<file path="src/rtl/if_id_queue.sv">
// if_id_queue: DEPTH-entry instruction queue between the IF stage and decode.
// Each entry holds PC, instruction, fetch exception code and delay-slot flag.
// Both sides use valid/ready handshakes.
// Flush empties the queue.
// Flush_keep1 keeps only the oldest entry, which is the branch delay slot.
module if_id_queue #(
  parameter int DATA_W = 32,
  parameter int DEPTH  = 4,
  parameter int EXC_W  = 5,
  parameter int CNT_W  = $clog2(DEPTH + 1)
) (
  input  logic              Clk,
  input  logic              Reset,
  input  logic              Flush,
  input  logic              Flush_keep1,
  input  logic              In_valid,
  output logic              In_ready,
  input  logic [DATA_W-1:0] Pc,
  input  logic [DATA_W-1:0] Instr,
  input  logic [EXC_W-1:0]  exccode,
  input  logic              delay,
  output logic              Out_valid,
  input  logic              Out_ready,
  output logic [DATA_W-1:0] Pc_ID,
  output logic [DATA_W-1:0] Instr_ID,
  output logic [EXC_W-1:0]  exccode_ID,
  output logic              delay_ID,
  output logic [CNT_W-1:0]  Count
);

  localparam int PTR_W = $clog2(DEPTH);

  // Entry storage; not reset because the head outputs are masked while empty.
  logic [DATA_W-1:0] pc_mem_q    [DEPTH];
  logic [DATA_W-1:0] instr_mem_q [DEPTH];
  logic [EXC_W-1:0]  exc_mem_q   [DEPTH];
  logic              dly_mem_q   [DEPTH];

  logic [PTR_W-1:0] wr_ptr_q, wr_ptr_d;
  logic [PTR_W-1:0] rd_ptr_q, rd_ptr_d;
  logic [CNT_W-1:0] count_q, count_d;
  logic             wr_en_s;
  logic             push_s;
  logic             pop_s;
  logic             full_s;
  logic             empty_s;

  // Full/empty come only from the registered count.
  // In_ready therefore has no path from Out_ready.
  assign full_s    = (count_q == CNT_W'(DEPTH));
  assign empty_s   = (count_q == {CNT_W{1'b0}});
  assign In_ready  = ~full_s;
  assign Out_valid = ~empty_s;
  assign push_s    = In_valid & ~full_s;
  assign pop_s     = ~empty_s & Out_ready;
  assign Count     = count_q;

  // Next-state pointers and count; flush beats flush_keep1 beats normal traffic.
  always_comb begin
    wr_ptr_d = wr_ptr_q;
    rd_ptr_d = rd_ptr_q;
    count_d  = count_q;
    wr_en_s  = 1'b0;
    if (Flush) begin
      rd_ptr_d = wr_ptr_q;
      count_d  = {CNT_W{1'b0}};
    end else if (Flush_keep1) begin
      if (empty_s) begin
        count_d = {CNT_W{1'b0}};
      end else if (!pop_s) begin
        // Retain the head (delay slot) and drop everything behind it.
        wr_ptr_d = rd_ptr_q + PTR_W'(1);
        count_d  = CNT_W'(1);
      end else if ((count_q == CNT_W'(1)) && push_s) begin
        // Delay slot leaves now; the incoming entry becomes the only entry.
        wr_en_s  = 1'b1;
        rd_ptr_d = rd_ptr_q + PTR_W'(1);
        wr_ptr_d = wr_ptr_q + PTR_W'(1);
        count_d  = CNT_W'(1);
      end else begin
        rd_ptr_d = rd_ptr_q + PTR_W'(1);
        wr_ptr_d = rd_ptr_q + PTR_W'(1);
        count_d  = {CNT_W{1'b0}};
      end
    end else begin
      if (push_s) begin
        wr_en_s  = 1'b1;
        wr_ptr_d = wr_ptr_q + PTR_W'(1);
      end else begin
        wr_ptr_d = wr_ptr_q;
      end
      if (pop_s) begin
        rd_ptr_d = rd_ptr_q + PTR_W'(1);
      end else begin
        rd_ptr_d = rd_ptr_q;
      end
      if (push_s && !pop_s) begin
        count_d = count_q + CNT_W'(1);
      end else if (!push_s && pop_s) begin
        count_d = count_q - CNT_W'(1);
      end else begin
        count_d = count_q;
      end
    end
  end

  // Pointer and occupancy registers with asynchronous active-low reset.
  always_ff @(posedge Clk or negedge Reset) begin
    if (!Reset) begin
      wr_ptr_q <= {PTR_W{1'b0}};
      rd_ptr_q <= {PTR_W{1'b0}};
      count_q  <= {CNT_W{1'b0}};
    end else begin
      wr_ptr_q <= wr_ptr_d;
      rd_ptr_q <= rd_ptr_d;
      count_q  <= count_d;
    end
  end

  // Write the accepted fetch entry into the slot at the write pointer.
  always_ff @(posedge Clk) begin
    if (wr_en_s) begin
      pc_mem_q[wr_ptr_q]    <= Pc;
      instr_mem_q[wr_ptr_q] <= Instr;
      exc_mem_q[wr_ptr_q]   <= exccode;
      dly_mem_q[wr_ptr_q]   <= delay;
    end
  end

  // Head entry to decode; an empty queue presents an all-zero nop bubble.
  always_comb begin
    Pc_ID      = {DATA_W{1'b0}};
    Instr_ID   = {DATA_W{1'b0}};
    exccode_ID = {EXC_W{1'b0}};
    delay_ID   = 1'b0;
    if (!empty_s) begin
      Pc_ID      = pc_mem_q[rd_ptr_q];
      Instr_ID   = instr_mem_q[rd_ptr_q];
      exccode_ID = exc_mem_q[rd_ptr_q];
      delay_ID   = dly_mem_q[rd_ptr_q];
    end else begin
      Pc_ID      = {DATA_W{1'b0}};
      Instr_ID   = {DATA_W{1'b0}};
      exccode_ID = {EXC_W{1'b0}};
      delay_ID   = 1'b0;
    end
  end

endmodule

</file>
<file path="config.mk">
export PLATFORM = sky130hd
export DESIGN_NAME = if_id_queue
export DESIGN_NICKNAME = d
export VERILOG_FILES = /design/src/rtl/if_id_queue.sv
export SDC_FILE = /design/constraint.sdc
export NUM_CORES = 1
export LEC_CHECK = 0
export ABC_AREA = 1
export CAP_MARGIN = 25
export CORE_AREA = 2 2 173 175
export DETAILED_ROUTE_END_ITERATION = 7
export DIE_AREA = 0 0 175 177
export GPL_TIMING_DRIVEN = 0
export PLACE_DENSITY = 0.63
export REMOVE_ABC_BUFFERS = 1
export SYNTH_ARGS = -nofsm -noshare
export SYNTH_HDL_FRONTEND = slang
export SYNTH_SLANG_ARGS = --single-unit
</file>
<file path="constraint.sdc">
create_clock -name Clk -period 8.1 [get_ports Clk]
set_input_delay 1.215 -clock Clk [delete_from_list [all_inputs] [get_ports Clk]]
set_output_delay 1.215 -clock Clk [all_outputs]
set_load 0.02 [all_outputs]
</file>
==> run summary, run 1 <==
status = complete, no violations
peak supply drop = 0.000290 V
final setup vio count = 0
Top Usage Layer GRT = met2
GRT overflow = 0
post-CTS setup buffer count = 0
CP Launch Point = rd_ptr_q[0]
Hold Buf Count CTS = 0
synth unique cells = 24
Rel. slew slack = 46.4%
die height = 177 um
GRT Util Overall = 15.9%
post-synthesis adder-cell area fraction = 0.985%
CP endpoint kind = output pin
Core Util, Final = 49.7%
Power, Total = 4450 uW
RSZ-0062 raised after global routing = no
Die Wd = 175 um
largest family of logic cells by synthesized area = simple AND/OR/NAND/NOR gates
Synth area leaders = edfxtp_1 (74%), nor2_1 (9.4%), o21ai_1 (3.5%)
Worst-path clk slew = 0.06 ns
DR vias = 7235
vias per cell = 4.91
Worst setup SP type = flip-flop
fin crit share = 56.5%
Synth Area in XOR/XNOR = 0.153%
hold path depth = 2
share of the synthesized area in the top cell type = 73.6%
worst min-delay path class = reg2reg
maxcap violations = 0
DRC = 0
CTS Root Cell = clkbuf_16
Avg Cell Area, Syn = 12.5 sq um
Crit. path cell count = 5
Final Critical Period = 4.58 ns
H-tree levels = 1
clk buf depth = 3
Setup Skew = 0.00962 ns
Nets = 1145
CTS sink count = 287
FILL cells = 2509
proportion of synthesized area in mux cells = 0%
Layout Area Growth over Synthesis = 27.2%
critical path's slowest cell = dfrtp_4
Static Leakage = 0.00485 uW
CP delay by family, top = buffers and inverters
Yosys top cell by area = edfxtp_1
initial antenna violation count = 0
vias in the first global route = 7223
area of the multi-input gates = 0.00249 sq mm
Synth Area in Simple Gates = 10.4%
latest clock arrival within the worst-skew pair = 0.54 ns
sequential area share after synthesis = 75.1%
Critical path buffers and inverters = 3
core area = 0.0292 sq mm
worst slew pin tran = 0.804 ns
Initial Util = 39.1%
routability cong. = 0.799
share of cells above drive strength 1 = 6.83%
fin cells = 1473
r2r startpoint = Count[0]
CTS Buf Count = 29
final wirelength = 24900 um
number of routed nets with antenna violations = 0
Worst Reg-to-Reg Cells = 9
die area = 0.0310 sq mm
critical path's largest stage delay = 0.75 ns
drt wl/cell = 16.9 um
fmax = 218 MHz
met1 GRT Util = 20.0%
CTS tree = built
Worst Path Max Fanout = 78
Yosys reg bits = 287
synth warn = 0
antenna diode instance count = 0
Crit Path Class = reg2out
Sequential Area = 0.00859 sq mm
Min-Delay Startpoint = wr_ptr_q[1]
DP HPWL = 14500 um
first-pass GRT wire length = 38500 um
Inst Count DP = 1419
row count = 63
Worst Path Arrival = 3.36 ns
Initial DRT Pass Iterations = 5
Post-Synthesis Cell Area = 0.0114 sq mm
crit-path cells = inv_4 -> buf_16 -> o21ai_0 -> a21oi_1 -> clkdlybuf4s50_1
Final Slew Violations = 0
number of top-level pins = 151
final hold violations = 0
PwrDens = 306 mW/mm^2
Post-Syn Instances = 914
worst path required time = 6.88 ns
Buffers on Ports = 150
GR Util met3 = 2.92%
Compound-Gate Fraction of Synth Area = 9.92%
Detailed Route Iter0 Violations = 403
GRT met2 Usage = 28.8%
pin count of the biggest net entering global routing = 81
number of cells upsized or downsized after cts = 0
power breakdown:
group | total (uW) | switching, uW | internal [uW]
Clock | 1340 | 544 | 799
Sequential | 1810 | 93.6 | 1710
Combinational | 1300 | 773 | 527
worst register-to-register path, cell delays in order (launching register included):
cell	delay (ns)
dfrtp_1	0.43
inv_1	0.11
ha_1	0.29
nand2_2	0.12
nand2_1	0.09
o21ai_1	0.12
nand3_1	0.32
nor2_4	0.60
buf_12	0.28
buf_16	0.19
layout make-up:
class	instances	share of cell area, %
well taps	390	3.36
clock buffers	36	5.24
repair buffers	168	13.1
clock inverters	18	1.43
flip-flops and latches	287	59.1
multi-input cells	550	17.1
inverters	24	0.654
Yosys cell counts:
master and n:
a21oi_1 76, buf_1 2, buf_2 8, buf_4 3, buf_6 9, clkbuf_1 25
clkbuf_2 6, dfrtp_1 7, edfxtp_1 280, ha_1 9, inv_1 21, inv_2 2
inv_4 1, nand2_1 17, nand2_2 1, nand3_1 7, nor2_1 287, nor2_2 1
nor3_1 1, o211ai_1 1, o21ai_0 66, o21ai_1 80, o21bai_1 2, xnor2_1 2
kinds of logic after synthesis:
logic type | after synthesis
buffers and inverters | 77
AOI/OAI and AO/OA | 225
DFF | 287
adders and majority gates | 9
and+or+nand+nor | 314
xor gates and xnor gates | 2
registers in the layout, indices dropped and copies added (netlist names):
signal,count
rd_ptr_q,2
exc_mem_q,20
dly_mem_q,4
instr_mem_q,128
Count,3
pc_mem_q,128
wr_ptr_q,2
through the flow:
stage | instance area, sq um | TNS, ns | hold WS [ns] | setup slack (ns)
finish | 14500 | 0 | 0.568 | 3.52
global route | 14500 | 0 | 0.600 | 3.28
CTS | 14500 | 0 | 0.574 | 3.43
detailed placement | 13600 | 0 | 0.559 | 4.03
global placement | 13100 | -111.76 | 0.565 | -0.683
floorplan | 11100 | 0 | 0.515 | 2.84
per-layer routing:
| layer | wire [um] | vias to the layer above |
|---|---|---|
| li1 | - | 3519 |
| met1 | 10800 | 3539 |
| met2 | 12500 | 149 |
| met3 | 1200 | 28 |
| met4 | 318 | 0 |
| met5 | 0 | - |
path summary, 6_finish.rpt:
check	endpoint	slack, ns
min in group asynchronous	Count[2]	0.94
setup / recovery	Pc_ID[19]	3.52
max in group asynchronous	rd_ptr_q[0]	6.86
setup reg to reg	instr_mem_q[0][13]	5.25
hold reg to reg	wr_ptr_q[1]	0.57
hold / removal	wr_ptr_q[1]	0.57
cell usage in the layout (no fill, tap or decap):
cell type / count
dfrtp_4: 2
clkdlybuf4s50_1: 150
clkinvlp_4: 1
clkbuf_16: 29
ha_1: 9
nor2_4: 5
inv_4: 2
bufinv_16: 4
o21bai_1: 2
inv_6: 1
nand2_1: 17
a21oi_1: 76
nand3_1: 7
inv_1: 21
o211ai_1: 1
clkinv_2: 8
o21ai_0: 66
clkbuf_8: 1
inv_2: 1
dfrtp_1: 5
buf_12: 12
nor2_1: 283
nand2_2: 1
inv_16: 1
xnor2_1: 2
buf_16: 6
edfxtp_1: 280
clkbuf_1: 6
clkinv_1: 3
o21ai_1: 80
nor3_1: 1
Note: power is estimated with default switching activity, not from simulation.
==> inputs of run 2 (changes only) <==
Clock period 8.1 ns to 4.5 ns, I/O delays scaled along.
==> results of run 2 <==
The final DEF is identical to that of run 1. Status: complete, no violations.
Among the figures that moved: setup slack after placement 4.03 ns -> 0.972 ns; setup slack after layout 3.52 ns -> 0.461 ns; hold slack 0.568 ns -> 0.403 ns; register-to-register setup slack 5.25 ns -> 1.65 ns; total power 4450 uW -> 8010 uW; worst IR drop on VDD 0.000290 V -> 0.000521 V
==> inputs of run 3 (changes only) <==
Settings changed: SETUP_SLACK_MARGIN from default to 0.2.
==> results of run 3 <==
The final DEF is identical to that of run 1. Status: complete, no violations.
Among the figures that moved: setup slack after placement 4.03 ns -> 0.972 ns; setup slack after layout 3.52 ns -> 0.461 ns; hold slack 0.568 ns -> 0.403 ns; register-to-register setup slack 5.25 ns -> 1.65 ns; total power 4450 uW -> 8010 uW; worst IR drop on VDD 0.000290 V -> 0.000521 V
